<file path="config.mk">
export PLATFORM = sky130hd
export DESIGN_NAME = mem_fifo_ctrl
export DESIGN_NICKNAME = d
export VERILOG_FILES = /design/src/rtl/mem_pkg.sv /design/src/rtl/mem_fifo_ctrl.sv
export SDC_FILE = /design/constraint.sdc
export NUM_CORES = 1
export LEC_CHECK = 0
export ABC_AREA = 1
export CAP_MARGIN = 20
export CORE_MARGIN = 4
export CORE_UTILIZATION = 44
export DETAILED_ROUTE_END_ITERATION = 10
export PLACE_DENSITY = 0.78
export SYNTH_ARGS = -nofsm -noshare
export SYNTH_HDL_FRONTEND = slang
export SYNTH_SLANG_ARGS = --single-unit
</file>
<file path="constraint.sdc">
create_clock -name clk -period 2.65 [get_ports clk]
set_clock_uncertainty 0.2 [all_clocks]
set_input_delay 0.53 -clock clk [delete_from_list [all_inputs] [get_ports clk]]
set_output_delay 0.53 -clock clk [all_outputs]
set_load 0.01 [all_outputs]
</file>
<file path="src/rtl/mem_pkg.sv">
// -----------------------------------------------------------------------------
// mem_pkg
// Shared constants for the memory_unit store and its FIFO sequencer.
//   DATA_W       : word width of memory_unit
//   ADDR_W       : address width of memory_unit
//   DEPTH        : number of words in memory_unit (2**ADDR_W)
//   MEM_OP_READ  : memory_unit.op encoding for a read
//   MEM_OP_WRITE : memory_unit.op encoding for a write
// -----------------------------------------------------------------------------
package mem_pkg;

   localparam int DATA_W = 8;
   localparam int ADDR_W = 3;
   localparam int DEPTH  = 1 << ADDR_W;

   localparam logic MEM_OP_READ  = 1'b0;
   localparam logic MEM_OP_WRITE = 1'b1;

endpackage : mem_pkg

</file>
<file path="src/rtl/mem_fifo_ctrl.sv">
// -----------------------------------------------------------------------------
// mem_fifo_ctrl
// Presents the single-port memory_unit as an 8-entry FIFO with valid/ready
// handshakes on both sides. Owns the read/write pointers, the memory occupancy
// count, one-access-per-cycle arbitration (reads win) and a one-entry output
// register that captures memory_unit read data.
//
// Ports
//   clk        in   system clock, rising edge
//   rst_n      in   asynchronous active-low reset
//   in_valid   in   upstream offers in_data
//   in_ready   out  in_data is accepted this cycle when in_valid is also high
//   in_data    in   word to enqueue
//   out_valid  out  out_data holds the FIFO head
//   out_ready  in   downstream takes the head this cycle
//   out_data   out  registered FIFO head
//   level      out  words held: memory + in-flight read + output register
//   mem_select out  memory_unit.select
//   mem_op     out  memory_unit.op (1 = write, 0 = read)
//   mem_addr   out  memory_unit.addr
//   mem_wdata  out  memory_unit.data_in
//   mem_rdata  in   memory_unit.data_out, valid the cycle after a read select
// -----------------------------------------------------------------------------
module mem_fifo_ctrl
   import mem_pkg::*;
#(
   parameter int DATA_W_P = mem_pkg::DATA_W,
   parameter int ADDR_W_P = mem_pkg::ADDR_W,
   parameter int DEPTH_P  = 1 << ADDR_W_P
) (
   input  logic                clk,
   input  logic                rst_n,
   // upstream write side
   input  logic                in_valid,
   output logic                in_ready,
   input  logic [DATA_W_P-1:0] in_data,
   // downstream read side
   output logic                out_valid,
   input  logic                out_ready,
   output logic [DATA_W_P-1:0] out_data,
   output logic [ADDR_W_P:0]   level,
   // memory_unit interface
   output logic                mem_select,
   output logic                mem_op,
   output logic [ADDR_W_P-1:0] mem_addr,
   output logic [DATA_W_P-1:0] mem_wdata,
   input  logic [DATA_W_P-1:0] mem_rdata
);

   localparam logic [ADDR_W_P:0]   CNT_FULL = (ADDR_W_P+1)'(DEPTH_P);
   localparam logic [ADDR_W_P:0]   CNT_ONE  = (ADDR_W_P+1)'(1);
   localparam logic [ADDR_W_P-1:0] PTR_ONE  = ADDR_W_P'(1);

   logic [ADDR_W_P-1:0] wr_ptr;
   logic [ADDR_W_P-1:0] rd_ptr;
   logic [ADDR_W_P:0]   mem_cnt;
   logic                rd_pend;

   logic                do_rd;
   logic                do_wr;
   logic                take;

   assign take = out_valid && out_ready;

   // ---------------------------------------------------------------------------
   // Arbitration and memory drive.
   // A read is issued only when the output register will be free by the time
   // the data returns, and never back-to-back, so the captured word always has
   // somewhere to land. Writes use every cycle the read path leaves idle.
   // ---------------------------------------------------------------------------
   always_comb begin
      // NOTE: every output of this block gets a default before any branch, so
      // no path leaves a signal unassigned and no latch is inferred.
      do_rd      = 1'b0;
      do_wr      = 1'b0;
      in_ready   = 1'b0;
      mem_select = 1'b0;
      mem_op     = MEM_OP_READ;
      mem_addr   = '0;
      mem_wdata  = '0;

      // Held off while rst_n is low so the memory port is idle and nothing is
      // accepted during reset, even if upstream keeps in_valid asserted.
      if (rst_n) begin
         do_rd    = (mem_cnt != '0) && !rd_pend && (!out_valid || out_ready);
         in_ready = !do_rd && (mem_cnt != CNT_FULL);
         do_wr    = in_valid && in_ready;
      end

      if (do_rd) begin
         mem_select = 1'b1;
         mem_op     = MEM_OP_READ;
         mem_addr   = rd_ptr;
      end else if (do_wr) begin
         mem_select = 1'b1;
         mem_op     = MEM_OP_WRITE;
         mem_addr   = wr_ptr;
         mem_wdata  = in_data;
      end
   end

   // ---------------------------------------------------------------------------
   // Pointers, occupancy and read-pending flag.
   // do_rd and do_wr never coincide, so mem_cnt moves by at most one.
   // Pointers are ADDR_W bits wide and wrap 7 -> 0 on their own.
   // ---------------------------------------------------------------------------
   always_ff @(posedge clk or negedge rst_n) begin
      // NOTE: sequential state uses non-blocking assignments only, so every
      // register samples the pre-edge values regardless of statement order.
      if (!rst_n) begin
         wr_ptr  <= '0;
         rd_ptr  <= '0;
         mem_cnt <= '0;
         rd_pend <= 1'b0;
      end else begin
         rd_pend <= do_rd;
         if (do_rd) begin
            rd_ptr  <= rd_ptr + PTR_ONE;
            mem_cnt <= mem_cnt - CNT_ONE;
         end else if (do_wr) begin
            wr_ptr  <= wr_ptr + PTR_ONE;
            mem_cnt <= mem_cnt + CNT_ONE;
         end
      end
   end

   // ---------------------------------------------------------------------------
   // Output register. Returning read data wins over a take: when both happen
   // the old head leaves and the new word replaces it in the same edge.
   // ---------------------------------------------------------------------------
   always_ff @(posedge clk or negedge rst_n) begin
      if (!rst_n) begin
         out_valid <= 1'b0;
         out_data  <= '0;
      end else if (rd_pend) begin
         out_valid <= 1'b1;
         out_data  <= mem_rdata;
      end else if (take) begin
         out_valid <= 1'b0;
      end
   end

   // ---------------------------------------------------------------------------
   // Level counts every word the FIFO owns, including one in flight from
   // memory. Range 0..DEPTH+1.
   // ---------------------------------------------------------------------------
   always_ff @(posedge clk or negedge rst_n) begin
      if (!rst_n) begin
         level <= '0;
      end else begin
         unique case ({do_wr, take})
            2'b10:   level <= level + CNT_ONE;
            2'b01:   level <= level - CNT_ONE;
            default: level <= level;
         endcase
      end
   end

   // Read data must never arrive while the output register is held full.
   a_no_drop : assert property (@(posedge clk) disable iff (!rst_n)
      !(rd_pend && out_valid && !out_ready));

endmodule : mem_fifo_ctrl

</file>
==> flow_metrics.tcl <==
set metrics [dict create \
    worst_hold_path_type "input pin to asynchronous set/reset pin" \
    synth-edff-count 0 \
    die-area_mm2 0.00391 \
    post-route-drc-count 0 \
    port-buffer-count 46 \
    min_period_over_period_pct 94.9 \
    tightest_slew_ns 0.313 \
    clk-insertion-delay-late_ns 0.32 \
    stdcell_area_mm2 0.00198 \
    worstSetupPathType "flip-flop to primary output" \
    critPathArrivalTime_ns 1.79 \
    drv_slew 0 \
    initial_core_util_pct 46.7 \
    die_w_um 62.6 \
    max_clock_freq_ghz 0.398 \
    synth_seq_area_share_pct 45.8 \
    synth.distinct_cells 24 \
    worstSetupStartpointType "flip-flop" \
    critPathRequiredTime_ns 1.92 \
    synth.avg_cell_area_um2 9.36 \
    synth_common_cells "25 x inv_1, 24 x dfrtp_1, 21 x nand2_1, 17 x nor2_1, 8 x mux2_2" \
    vias 1152 \
    cts_made_buffers 3 \
    timing.slew.headroom_pct 79.2 \
    dp_hpwl_mm 2.33 \
    clock_sinks 24 \
    peakVddDrop_v 0.000530 \
    groute.layer.met2.usage_pct 30.0 \
    highest_utilization_routing_layer_at_the_global_route_stage "met2" \
    rsz0062_at_grt "no" \
    grtUsageTotal_pct 16.9 \
    crit-reg2reg-launch "mem_cnt[0]$_DFFE_PN0P_" \
    postRouteAntennaNets 0 \
    path_common_cell "nand2_2" \
    synthesis.instances 140 \
    global_route.usage.met3_pct 3.78 \
    layout_min_cycle_time_ns 2.52 \
    setup_viol 0 \
    core_mm2 0.00281 \
    total_power_mw 1.99 \
    first_global_vias 1241 \
    seq_area_um2 601 \
    grt_overflow 0 \
    routed_wirelength_mm 3.05 \
    synth_largest_area_cell "dfrtp_1" \
    gp_congestion 0.846 \
    slowest_stage "dfrtp_1" \
    clock_tree.htree_level_count 1 \
    finalHoldWorstSlack_ns 0.271 \
    clkSlewWorstSetupHoldPaths_ns 0.14 \
    die_h_um 62.6 \
    postSynthRegisterBits 24 \
    reported_leakage_power_nw 1.02 \
    postSynth.asyncResetShare_pct 100 \
    number_of_antenna_violations_at_the_first_check_in_global_routing 0 \
    power_density_mw_per_mm2 1000 \
    cts_tree "yes" \
    synthMostInstantiatedCell "inv_1" \
    pre_cts_ws_ns -0.301 \
    syn_nets 168 \
    detailedRoute.firstPassIterationCount 4 \
    antenna_cells 0 \
    crit_fanout 8 \
    holdBufCountCts 0 \
    n_fill_cell 216 \
    via_density 4.82 \
    rows 19 \
    ios 47 \
    placement.cell_area_mm2 0.00190 \
    detail_route.iter0.violations 74 \
    yosys_most_used_dff "dfrtp_1" \
    setup.worst_path.start "mem_cnt[0]$_DFFE_PN0P_" \
    grt_max_degree 25 \
    run_status "completed" \
    area_growth_syn_to_layout_pct 51.5 \
    nNetsFinal 237 \
    report.final.hold_viol_count 0 \
    final.setup.worst_slack_ns 0.134 \
    first_pass_grt_wire_length_mm 5.48 \
    cts_buffer_depth 2 \
    synthesis.area_mm2 0.00131 \
    groute.layer.met1.usage_pct 21.0 \
    max-cap-violations 0 \
    yosys_warnings 0 \
    ratio_of_cells_with_drive_above_1_in_the_final_layout_pct 22.6 \
    wire_per_inst_um 12.7 \
    multiInputGateArea_um2 618 \
    slowest_delay_ns 0.44 \
    critical_path.top_delay_family "buffers and inverters" \
    crit_path_end_kind "primary output" \
    clockRootBuffer "clkbuf_4" \
    timing.critical_path.cells "nor2_4 -> nand2_2 -> nand2_2 -> nand3_4 -> buf_6 -> buf_4 -> nor2_1 -> clkdlybuf4s15_1" \
    synth_top_cells_by_area "dfrtp_1 46%, inv_1 7.2%, mux2_2 6.9%, ha_1 6.7%, nand2_1 6.0%" \
    crit_buf_inv 3 \
    post-synth-top-area-fraction_pct 45.8 \
]
worst register-to-register path, cell delays in order (launching register included):
cell      delay (ns)
dfrtp_1         0.44
nor2_4          0.14
nand2_2         0.09
nand2_2         0.10
nand3_4         0.09
buf_4           0.17
ha_1            0.22
xor2_1          0.18
ha_1            0.19
a21oi_1         0.16
nor2_1          0.06
nand3b_1        0.15
o21a_1          0.10
flip-flops by register name, summed over array words and instances, names as in the netlist:
name       cells
rd_pend        1
level          4
mem_cnt        4
wr_ptr         3
out_valid      1
rd_ptr         3
out_data       8
layout by cell type, fill, tap and decap left out, drive strengths merged:
master,synthesis,final
a21oi,6,6
and2,2,2
buf,2,20
bufinv,0,1
clkbuf,0,8
clkdlybuf4s15,0,2
clkdlybuf4s50,0,31
dfrtp,24,24
dlygate4sd2,0,8
fa,1,1
ha,7,7
inv,25,25
mux2,8,8
nand2,24,24
nand3,7,7
nand3b,1,1
nand4,2,2
nor2,17,17
o21a,1,1
o21ai,4,4
xnor2,2,2
xor2,7,7
layer usage:
metal | share of wire [%] | wire length (µm)
met1 | 44 | 1330
met2 | 49 | 1490
met3 | 6.4 | 194
met4 | 0.89 | 27
met5 | 0 | 0
power by group:
group	switching, mW	internal, mW
Combinational	0.478	0.567
Clock	0.116	0.153
Sequential	0.137	0.538
logic make-up (layout without fill, tap and decap cells):
family | Yosys count | after routing | synth area share, %
compound gates | 11 | 11 | 5.25
xor+xnor | 9 | 9 | 6.02
fa+ha+maj | 8 | 8 | 8.21
buf+inv | 27 | 95 | 8.60
flops | 24 | 24 | 45.8
mux | 8 | 8 | 6.88
simple gates | 53 | 53 | 19.2
through the flow:
stage	util, %	setup TNS [ns]	std cells
detailed placement	67.8	-4.29	230
finish	70.7	0	239
global placement	67.8	-3.75	230
floorplan	-	0	140
global route	70.7	0	239
CTS	70.8	0	238
what timing repair did:
action	in CTS	in global routing
endpoints found under the setup margin	14	8
setup buffers	4	1
gates resized for setup	21	13
final cells by class:
class | count | area share [%]
sequential | 24 | 30.3
timing repair buffer | 66 | 29.3
clock buffer | 3 | 1.13
multi-input combinational | 89 | 31.1
inverter | 25 | 4.73
tap | 31 | 1.95
clock inverter | 1 | 1.51
worst paths after layout:
check | end | depth (start not counted) | slack, ns
max in group asynchronous | wr_ptr[0]$_DFFE_PN0P_ | 3 | 1.75
max | mem_wdata[3] | 8 | 0.13
min | out_data[3]$_DFFE_PN0P_ | 3 | 0.27
max reg2reg | level[2]$_DFFE_PN0P_ | 12 | 0.25
min reg2reg | wr_ptr[2]$_DFFE_PN0P_ | 1 | 0.27
min in group clk | wr_ptr[2]$_DFFE_PN0P_ | 1 | 0.27
(Power assumes the default switching activity.)
